<file path="src/rtl/calc_sequencer_if.sv">
// Command/response stream bundle between host logic and calc_sequencer.
// master = host side (issues commands, consumes responses); slave = sequencer side.
interface calc_sequencer_if #(
    parameter int unsigned WIDTH     = 16,
    parameter int unsigned RES_WIDTH = 32
);
    logic                 cmd_valid;
    logic                 cmd_ready;
    logic [WIDTH-1:0]     cmd_a;
    logic [WIDTH-1:0]     cmd_b;
    logic [3:0]           cmd_op;
    logic                 rsp_valid;
    logic                 rsp_ready;
    logic [RES_WIDTH-1:0] rsp_data;
    logic [1:0]           rsp_err;
    logic [3:0]           rsp_op;

    modport master (
        output cmd_valid, cmd_a, cmd_b, cmd_op, rsp_ready,
        input  cmd_ready, rsp_valid, rsp_data, rsp_err, rsp_op
    );

    modport slave (
        input  cmd_valid, cmd_a, cmd_b, cmd_op, rsp_ready,
        output cmd_ready, rsp_valid, rsp_data, rsp_err, rsp_op
    );
endinterface

</file>
<file path="src/rtl/calc_sequencer.sv">
// Sequencer driving the combinational calculator datapath from a valid/ready command stream.
// Optional feature: define CALC_SEQ_DIV0_BYPASS_EN to answer div/mod by zero locally.
module calc_sequencer #(
    parameter int unsigned WIDTH     = 16,
    parameter int unsigned RES_WIDTH = 32,
    parameter int unsigned SETTLE    = 2
) (
    input  logic                 clk,
    input  logic                 rst,
    calc_sequencer_if.slave      bus,
    output logic [WIDTH-1:0]     alu_input1,
    output logic [WIDTH-1:0]     alu_input2,
    output logic [3:0]           alu_op_code,
    input  logic [RES_WIDTH-1:0] alu_output1,
    input  logic [1:0]           alu_err_code,
    output logic [15:0]          done_count,
    output logic [15:0]          err_count
);

    typedef enum logic [1:0] {StIdle, StWait, StResp} state_e;

    localparam logic [3:0] SettleLoad = 4'(SETTLE - 1);

    state_e               state_q, state_d;
    logic [3:0]           cnt_q, cnt_d;
    logic                 local_q, local_d;
    logic [WIDTH-1:0]     alu_a_q, alu_a_d;
    logic [WIDTH-1:0]     alu_b_q, alu_b_d;
    logic [3:0]           alu_op_q, alu_op_d;
    logic [RES_WIDTH-1:0] rsp_data_q, rsp_data_d;
    logic [1:0]           rsp_err_q, rsp_err_d;
    logic [3:0]           rsp_op_q, rsp_op_d;
    logic [15:0]          done_q, done_d;
    logic [15:0]          errc_q, errc_d;

    logic illegal_op;
    logic div0_bypass;

    assign illegal_op = bus.cmd_op > 4'd4;

`ifdef CALC_SEQ_DIV0_BYPASS_EN
    assign div0_bypass = ((bus.cmd_op == 4'd3) || (bus.cmd_op == 4'd4)) && (bus.cmd_b == '0);
`else
    assign div0_bypass = 1'b0;
`endif

    always_comb begin
        state_d    = state_q;
        cnt_d      = cnt_q;
        local_d    = local_q;
        alu_a_d    = alu_a_q;
        alu_b_d    = alu_b_q;
        alu_op_d   = alu_op_q;
        rsp_data_d = rsp_data_q;
        rsp_err_d  = rsp_err_q;
        rsp_op_d   = rsp_op_q;
        done_d     = done_q;
        errc_d     = errc_q;
        unique case (state_q)
            StIdle: begin
                if (bus.cmd_valid) begin
                    rsp_op_d = bus.cmd_op;
                    state_d  = StWait;
                    if (illegal_op || div0_bypass) begin
                        // Locally answered: result is preloaded and a single wait cycle
                        // gives these responses their one-cycle latency.
                        rsp_data_d = '0;
                        rsp_err_d  = illegal_op ? 2'b11 : 2'b10;
                        local_d    = 1'b1;
                        cnt_d      = '0;
                    end else begin
                        alu_a_d  = bus.cmd_a;
                        alu_b_d  = bus.cmd_b;
                        alu_op_d = bus.cmd_op;
                        local_d  = 1'b0;
                        cnt_d    = SettleLoad;
                    end
                end
            end
            StWait: begin
                if (cnt_q == '0) begin
                    if (!local_q) begin
                        rsp_data_d = alu_output1;
                        rsp_err_d  = alu_err_code;
                    end
                    state_d = StResp;
                end else begin
                    cnt_d = cnt_q - 4'd1;
                end
            end
            StResp: begin
                if (bus.rsp_ready) begin
                    state_d = StIdle;
                    done_d  = done_q + 16'd1;
                    if ((rsp_err_q != 2'b00) && (errc_q != 16'hFFFF)) begin
                        errc_d = errc_q + 16'd1;
                    end
                end
            end
            default: state_d = StIdle;
        endcase
    end

    always_ff @(posedge clk or posedge rst) begin
        if (rst) begin
            state_q    <= StIdle;
            cnt_q      <= '0;
            local_q    <= 1'b0;
            alu_a_q    <= '0;
            alu_b_q    <= '0;
            alu_op_q   <= '0;
            rsp_data_q <= '0;
            rsp_err_q  <= '0;
            rsp_op_q   <= '0;
            done_q     <= '0;
            errc_q     <= '0;
        end else begin
            state_q    <= state_d;
            cnt_q      <= cnt_d;
            local_q    <= local_d;
            alu_a_q    <= alu_a_d;
            alu_b_q    <= alu_b_d;
            alu_op_q   <= alu_op_d;
            rsp_data_q <= rsp_data_d;
            rsp_err_q  <= rsp_err_d;
            rsp_op_q   <= rsp_op_d;
            done_q     <= done_d;
            errc_q     <= errc_d;
        end
    end

    assign bus.cmd_ready = (state_q == StIdle);
    assign bus.rsp_valid = (state_q == StResp);
    assign bus.rsp_data  = rsp_data_q;
    assign bus.rsp_err   = rsp_err_q;
    assign bus.rsp_op    = rsp_op_q;
    assign alu_input1    = alu_a_q;
    assign alu_input2    = alu_b_q;
    assign alu_op_code   = alu_op_q;
    assign done_count    = done_q;
    assign err_count     = errc_q;

endmodule
</file>
<file path="src/flat_wrapper.sv">
// flat-port wrapper written by rule: the top's interface ports become plain ports
module calc_sequencer_flat 
#(
    parameter int unsigned WIDTH     = 16,
    parameter int unsigned RES_WIDTH = 32,
    parameter int unsigned SETTLE    = 2
)
  (clk, rst, alu_input1, alu_input2, alu_op_code, alu_output1, alu_err_code, done_count, err_count, bus_cmd_valid, bus_cmd_a, bus_cmd_b, bus_cmd_op, bus_rsp_ready, bus_cmd_ready, bus_rsp_valid, bus_rsp_data, bus_rsp_err, bus_rsp_op);
  calc_sequencer_if #(.WIDTH(WIDTH), .RES_WIDTH(RES_WIDTH)) bus_i ();
  input  logic clk;
  input  logic rst;
  output logic [WIDTH-1:0] alu_input1;
  output logic [WIDTH-1:0] alu_input2;
  output logic [3:0] alu_op_code;
  input  logic [RES_WIDTH-1:0] alu_output1;
  input  logic [1:0] alu_err_code;
  output logic [15:0] done_count;
  output logic [15:0] err_count;
  input wire logic [$bits(bus_i.cmd_valid)-1:0] bus_cmd_valid;
  input wire logic [$bits(bus_i.cmd_a)-1:0] bus_cmd_a;
  input wire logic [$bits(bus_i.cmd_b)-1:0] bus_cmd_b;
  input wire logic [$bits(bus_i.cmd_op)-1:0] bus_cmd_op;
  input wire logic [$bits(bus_i.rsp_ready)-1:0] bus_rsp_ready;
  output wire logic [$bits(bus_i.cmd_ready)-1:0] bus_cmd_ready;
  output wire logic [$bits(bus_i.rsp_valid)-1:0] bus_rsp_valid;
  output wire logic [$bits(bus_i.rsp_data)-1:0] bus_rsp_data;
  output wire logic [$bits(bus_i.rsp_err)-1:0] bus_rsp_err;
  output wire logic [$bits(bus_i.rsp_op)-1:0] bus_rsp_op;
  assign bus_i.cmd_valid = bus_cmd_valid;
  assign bus_i.cmd_a = bus_cmd_a;
  assign bus_i.cmd_b = bus_cmd_b;
  assign bus_i.cmd_op = bus_cmd_op;
  assign bus_i.rsp_ready = bus_rsp_ready;
  assign bus_cmd_ready = bus_i.cmd_ready;
  assign bus_rsp_valid = bus_i.rsp_valid;
  assign bus_rsp_data = bus_i.rsp_data;
  assign bus_rsp_err = bus_i.rsp_err;
  assign bus_rsp_op = bus_i.rsp_op;
  calc_sequencer #(.WIDTH(WIDTH), .RES_WIDTH(RES_WIDTH), .SETTLE(SETTLE)) u_core (.clk(clk), .rst(rst), .bus(bus_i), .alu_input1(alu_input1), .alu_input2(alu_input2), .alu_op_code(alu_op_code), .alu_output1(alu_output1), .alu_err_code(alu_err_code), .done_count(done_count), .err_count(err_count));
endmodule
</file>
<file path="config.mk">
export PLATFORM = sky130hd
export DESIGN_NAME = calc_sequencer_flat
export DESIGN_NICKNAME = d
export VERILOG_FILES = /design/src/rtl/calc_sequencer_if.sv /design/src/rtl/calc_sequencer.sv /design/src/flat_wrapper.sv
export SDC_FILE = /design/constraint.sdc
export NUM_CORES = 1
export LEC_CHECK = 0
export CAP_MARGIN = 15
export CORE_MARGIN = 5
export CORE_UTILIZATION = 63
export DETAILED_ROUTE_END_ITERATION = 7
export DONT_BUFFER_PORTS = 1
export PLACE_DENSITY_LB_ADDON = 0.2
export SYNTH_ARGS = -nofsm -noshare
export SYNTH_HDL_FRONTEND = slang
export SYNTH_SLANG_ARGS = --single-unit
</file>
<file path="constraint.sdc">
create_clock -name clk -period 4.55 [get_ports clk]
set_input_delay 0.91 -clock clk [delete_from_list [all_inputs] [get_ports clk]]
set_output_delay 0.91 -clock clk [all_outputs]
set_load 0.005 [all_outputs]
</file>
==> results.txt <==
----------------------------------------------------
[Route]
  Initial DRC count ... 110
  Number of routed nets with antenna violations ... 0
  Post-route DRC ... 0
  Mean routed wirelength per cell ... 18.7 um
  Detailed-router iteration count before antenna repair ... 4
  Wire length after detailed routing ... 9990 um
  Number of vias in the routed layout ... 2946
  Vias per Instance ... 5.51

[STA]
  Final-layout worst hold slack ... 0.316 ns
  Least-Margin Pin Slew ... 1.01 ns
  Min cycle time layout ... 2.19 ns
  Final sum of negative setup slack ... 0 ns
  Highest attainable clock frequency ... 0.457 GHz
  Unrepaired setup endpoints after global routing ... false
  Number of pins with negative max-slew slack in the final report ... 0
  Worst rel slew slack ... 0.324
  Final setup skew ... 0.0102 ns
  Share of the cycle needed by the critical path after routing ... 0.481
  Endpoints failing hold ... 0
  Number of endpoints failing setup at the final stage ... 0

[Synthesis]
  Fraction of registers with async set/reset ... 1.00
  Area share of the leading cell type in the synthesized netlist ... 0.572
  Number of enable-type register cells in the synthesized netlist ... 0
  Dominant register cell in the synthesized netlist ... sky130_fd_sc_hd__dfrtp_1
  Top cells by area in the synthesized netlist ... sky130_fd_sc_hd__dfrtp_1 57%, sky130_fd_sc_hd__mux2_1 7.3%, sky130_fd_sc_hd__mux2i_1 7.1%, sky130_fd_sc_hd__nand2_1 4.2%, sky130_fd_sc_hd__inv_1 3.0%
  Total nets after synthesis ... 488
  Cell area after technology mapping ... 0.00495 mm2
  Mapped Avg Cell Area ... 12.1 um2
  Flops & latches, synth ... 113
  Area leader, netlist ... sky130_fd_sc_hd__dfrtp_1
  Number of synthesis warnings ... 0
  Part of the Yosys area used for sequential elements ... 0.572
  Syn Inst Count ... 410
  Number of distinct standard cells referenced by the synthesized netlist ... 45

[Clocking]
  CTS max path bufs ... 2
  Clock transition at path regs ... 0.06 ns
  Resize count post-CTS ... 0
  Hold_buf cts ... 0
  Buffers inserted during post-CTS setup optimization ... 0
  Clock root buffer ... sky130_fd_sc_hd__clkbuf_8
  Clock insertion delay at the later pin of the skew report ... 0.50 ns
  Htree depth ... 4
  Clock buffer count from CTS ... 17
  TritonCTS sink count ... 113
  CTS tree ... built

[Floorplanning]
  Chip height ... 98.6 um
  Floorplan die area ... 0.00972 mm2
  Initial cell density of the core ... 0.643
  Number of placement rows ... 32
  Core ar. ... 0.00769 mm2
  Ports placed on the boundary ... 182
  Die width ... 98.6 um

[Worst setup path]
  Critical path data arrival time ... 1.28 ns
  Crit path max-delay cell type ... sky130_fd_sc_hd__dfrtp_1
  Maximum single-stage delay on the critical path ... 0.48 ns
  Maximum fanout along the worst path ... 7
  Launching element type of the critical path ... flop
  Critical path capture point type ... primary output
  Critical path class ... reg -> out
  Data required time at the worst endpoint ... 3.64 ns
  Worst-path cell chain ... nor2_2
  Family with the most delay on the worst path ... flip-flops
  Number of buffers and inverters on the critical path ... 0

[GRT]
  First-pass GRT wire length ... 16300 um
  Total overflow reported by the global router ... 0
  Number of global-route vias before repair ... 3179
  Initial antenna violation count ... 0
  Pin count of the biggest net entering global routing ... 92
  All-Layer GR Usage ... 0.213

[Cells and area]
  Post-route cell area ... 0.00572 mm2
  Top library cells by usage in the layout, fill and taps aside ... 113 x sky130_fd_sc_hd__dfrtp_1, 55 x sky130_fd_sc_hd__nand2_1, 38 x sky130_fd_sc_hd__inv_1
  Fraction of final layout cells with drive strength greater than 1 ... 0.143
  Number of antenna diodes ... 0
  Fill cell instance count of the final layout ... 520
  Area added between synthesis and finish ... 15.6%
  Number of non-filler instances in the completed layout ... 535
  Nets ... 498
  Most frequent standard cell in the layout excluding fill and tap cells ... sky130_fd_sc_hd__dfrtp_1

[Worst hold path]
  Hold Crit Class ... in -> async

[Place]
  Post-place instance area ... 0.00501 mm2
  GP Congestion ... 0.779
  Port buffer count ... 0
  Half-perimeter wire length after placement ... 7150 um
  Cell total after placement ... 502

[Power]
  Part of the power in the clock network ... 0.376
  Share of power burned in registers ... 0.426
  Total power draw ... 4020 uW
  Net load switching power ... 1220 uW
  Highest ir drop seen on vdd ... 0.000436 V
  Power per standard cell area ... 703 mW/mm2
  Switching share of total power ... 0.303
  Part of the power in combinational logic ... 0.197
  Leakage power of the design ... 0.00282 uW
  Internal power ... 2800 uW

[Run]
  Total of max-cap violations ... 0

[Status]
  Outcome ... completed

----------------------------------------------------
[metal layers]
| layer | share of wire | vias up | track usage |
|---|---|---|---|
| met5 | 0 | - | 0 |
| met4 | 0.017 | 0 | 0.0809 |
| met3 | 0.10 | 15 | 0.0998 |
| met2 | 0.49 | 136 | 0.337 |
| met1 | 0.39 | 1407 | 0.254 |
| li1 | - | 1388 | - |
[synthesized netlist by cell type (all sizes together) (2+ instances only)]
cell	n
dfrtp	113
nand2	56
mux2	40
inv	39
mux2i	35
nor2	18
nand3	15
xnor2	15
xor2	13
buf	7
nand4	7
nor4	7
clkbuf	6
ha	4
nand2b	4
nand4b	4
nor3	4
o21ai	3
or2	3
and2	2
and3	2
nor4b	2
o211ai	2
[cell type report]
| class | instances | area, um2 | area share |
|---|---|---|---|
| tap | 102 | 128 | 0.0223 |
| inverter | 39 | 149 | 0.0260 |
| timing repair buffer | 4 | 50.0 | 0.00875 |
| multi-input combinational | 245 | 1890 | 0.330 |
| clock inverter | 13 | 256 | 0.0449 |
| clock buffer | 19 | 422 | 0.0737 |
| sequential | 113 | 2830 | 0.495 |
[cell families (layout without fill, tap and decap cells)]
| group | count (synthesis) | in the layout | share of synthesized area |
|---|---|---|---|
| AND/OR/NAND/NOR | 130 | 130 | 0.148 |
| adder cells (fa/ha/maj) | 4 | 4 | 0.0101 |
| flip-flops | 113 | 113 | 0.572 |
| multiplexers | 75 | 75 | 0.162 |
| buffers and inverters | 52 | 75 | 0.0478 |
| AO/OA/AOI/OAI | 8 | 8 | 0.0104 |
| XOR/XNOR | 28 | 28 | 0.0496 |
[state kept, by name (all words and copies together) (netlist names)]
name / count
u_core.state_q: 2
u_core.done_count: 16
u_core.alu_input1: 16
u_core.err_count: 16
u_core.bus.rsp_op: 4
u_core.local_q: 1
u_core.alu_input2: 16
u_core.bus.rsp_err: 2
u_core.bus.rsp_data: 32
u_core.cnt_q: 4
u_core.alu_op_code: 4
[through the flow]
step                      utilization  worst slack [ns]
after global placement          0.652              2.10
after detailed placement        0.652              2.01
after CTS                       0.740              2.34
after global routing            0.744              2.17
after floorplan                     -             0.653
final                           0.744              2.36
[worst register-to-register path, cell delays in order (launching register included)]
cell and delay (ns):
sky130_fd_sc_hd__dfrtp_1 0.39, sky130_fd_sc_hd__inv_1 0.08, sky130_fd_sc_hd__ha_1 0.21, sky130_fd_sc_hd__nand2b_1 0.11, sky130_fd_sc_hd__or3_1 0.15, sky130_fd_sc_hd__o22a_2 0.83, sky130_fd_sc_hd__mux2i_1 0.31
[final timing paths]
kind,startpoint,cells after the start,slack (ns),end
min in group clk,u_core.done_count[15],1,0.50,u_core.done_count[15]
worst min-delay path,rst,1,0.32,u_core.alu_input1[12]
worst min register to register,u_core.done_count[15],1,0.50,u_core.done_count[15]
max in group asynchronous,rst,3,3.26,u_core.done_count[0]
worst max-delay path,u_core.state_q[1],1,2.36,bus_cmd_ready
worst max register to register,u_core.cnt_q[0],6,2.39,u_core.bus.rsp_data[9]
[power groups by stage]
stage                     sequential (uW)  clock, uW  combinational [uW]
after floorplan                      1620          0                 698
after CTS                            1720       1530                 808
after detailed placement             1740          0                 803
after global routing                 1770       1590                 912
after global placement               1720          0                 755
final                                1710       1510                 792
Power figures use the tool's default switching activity.
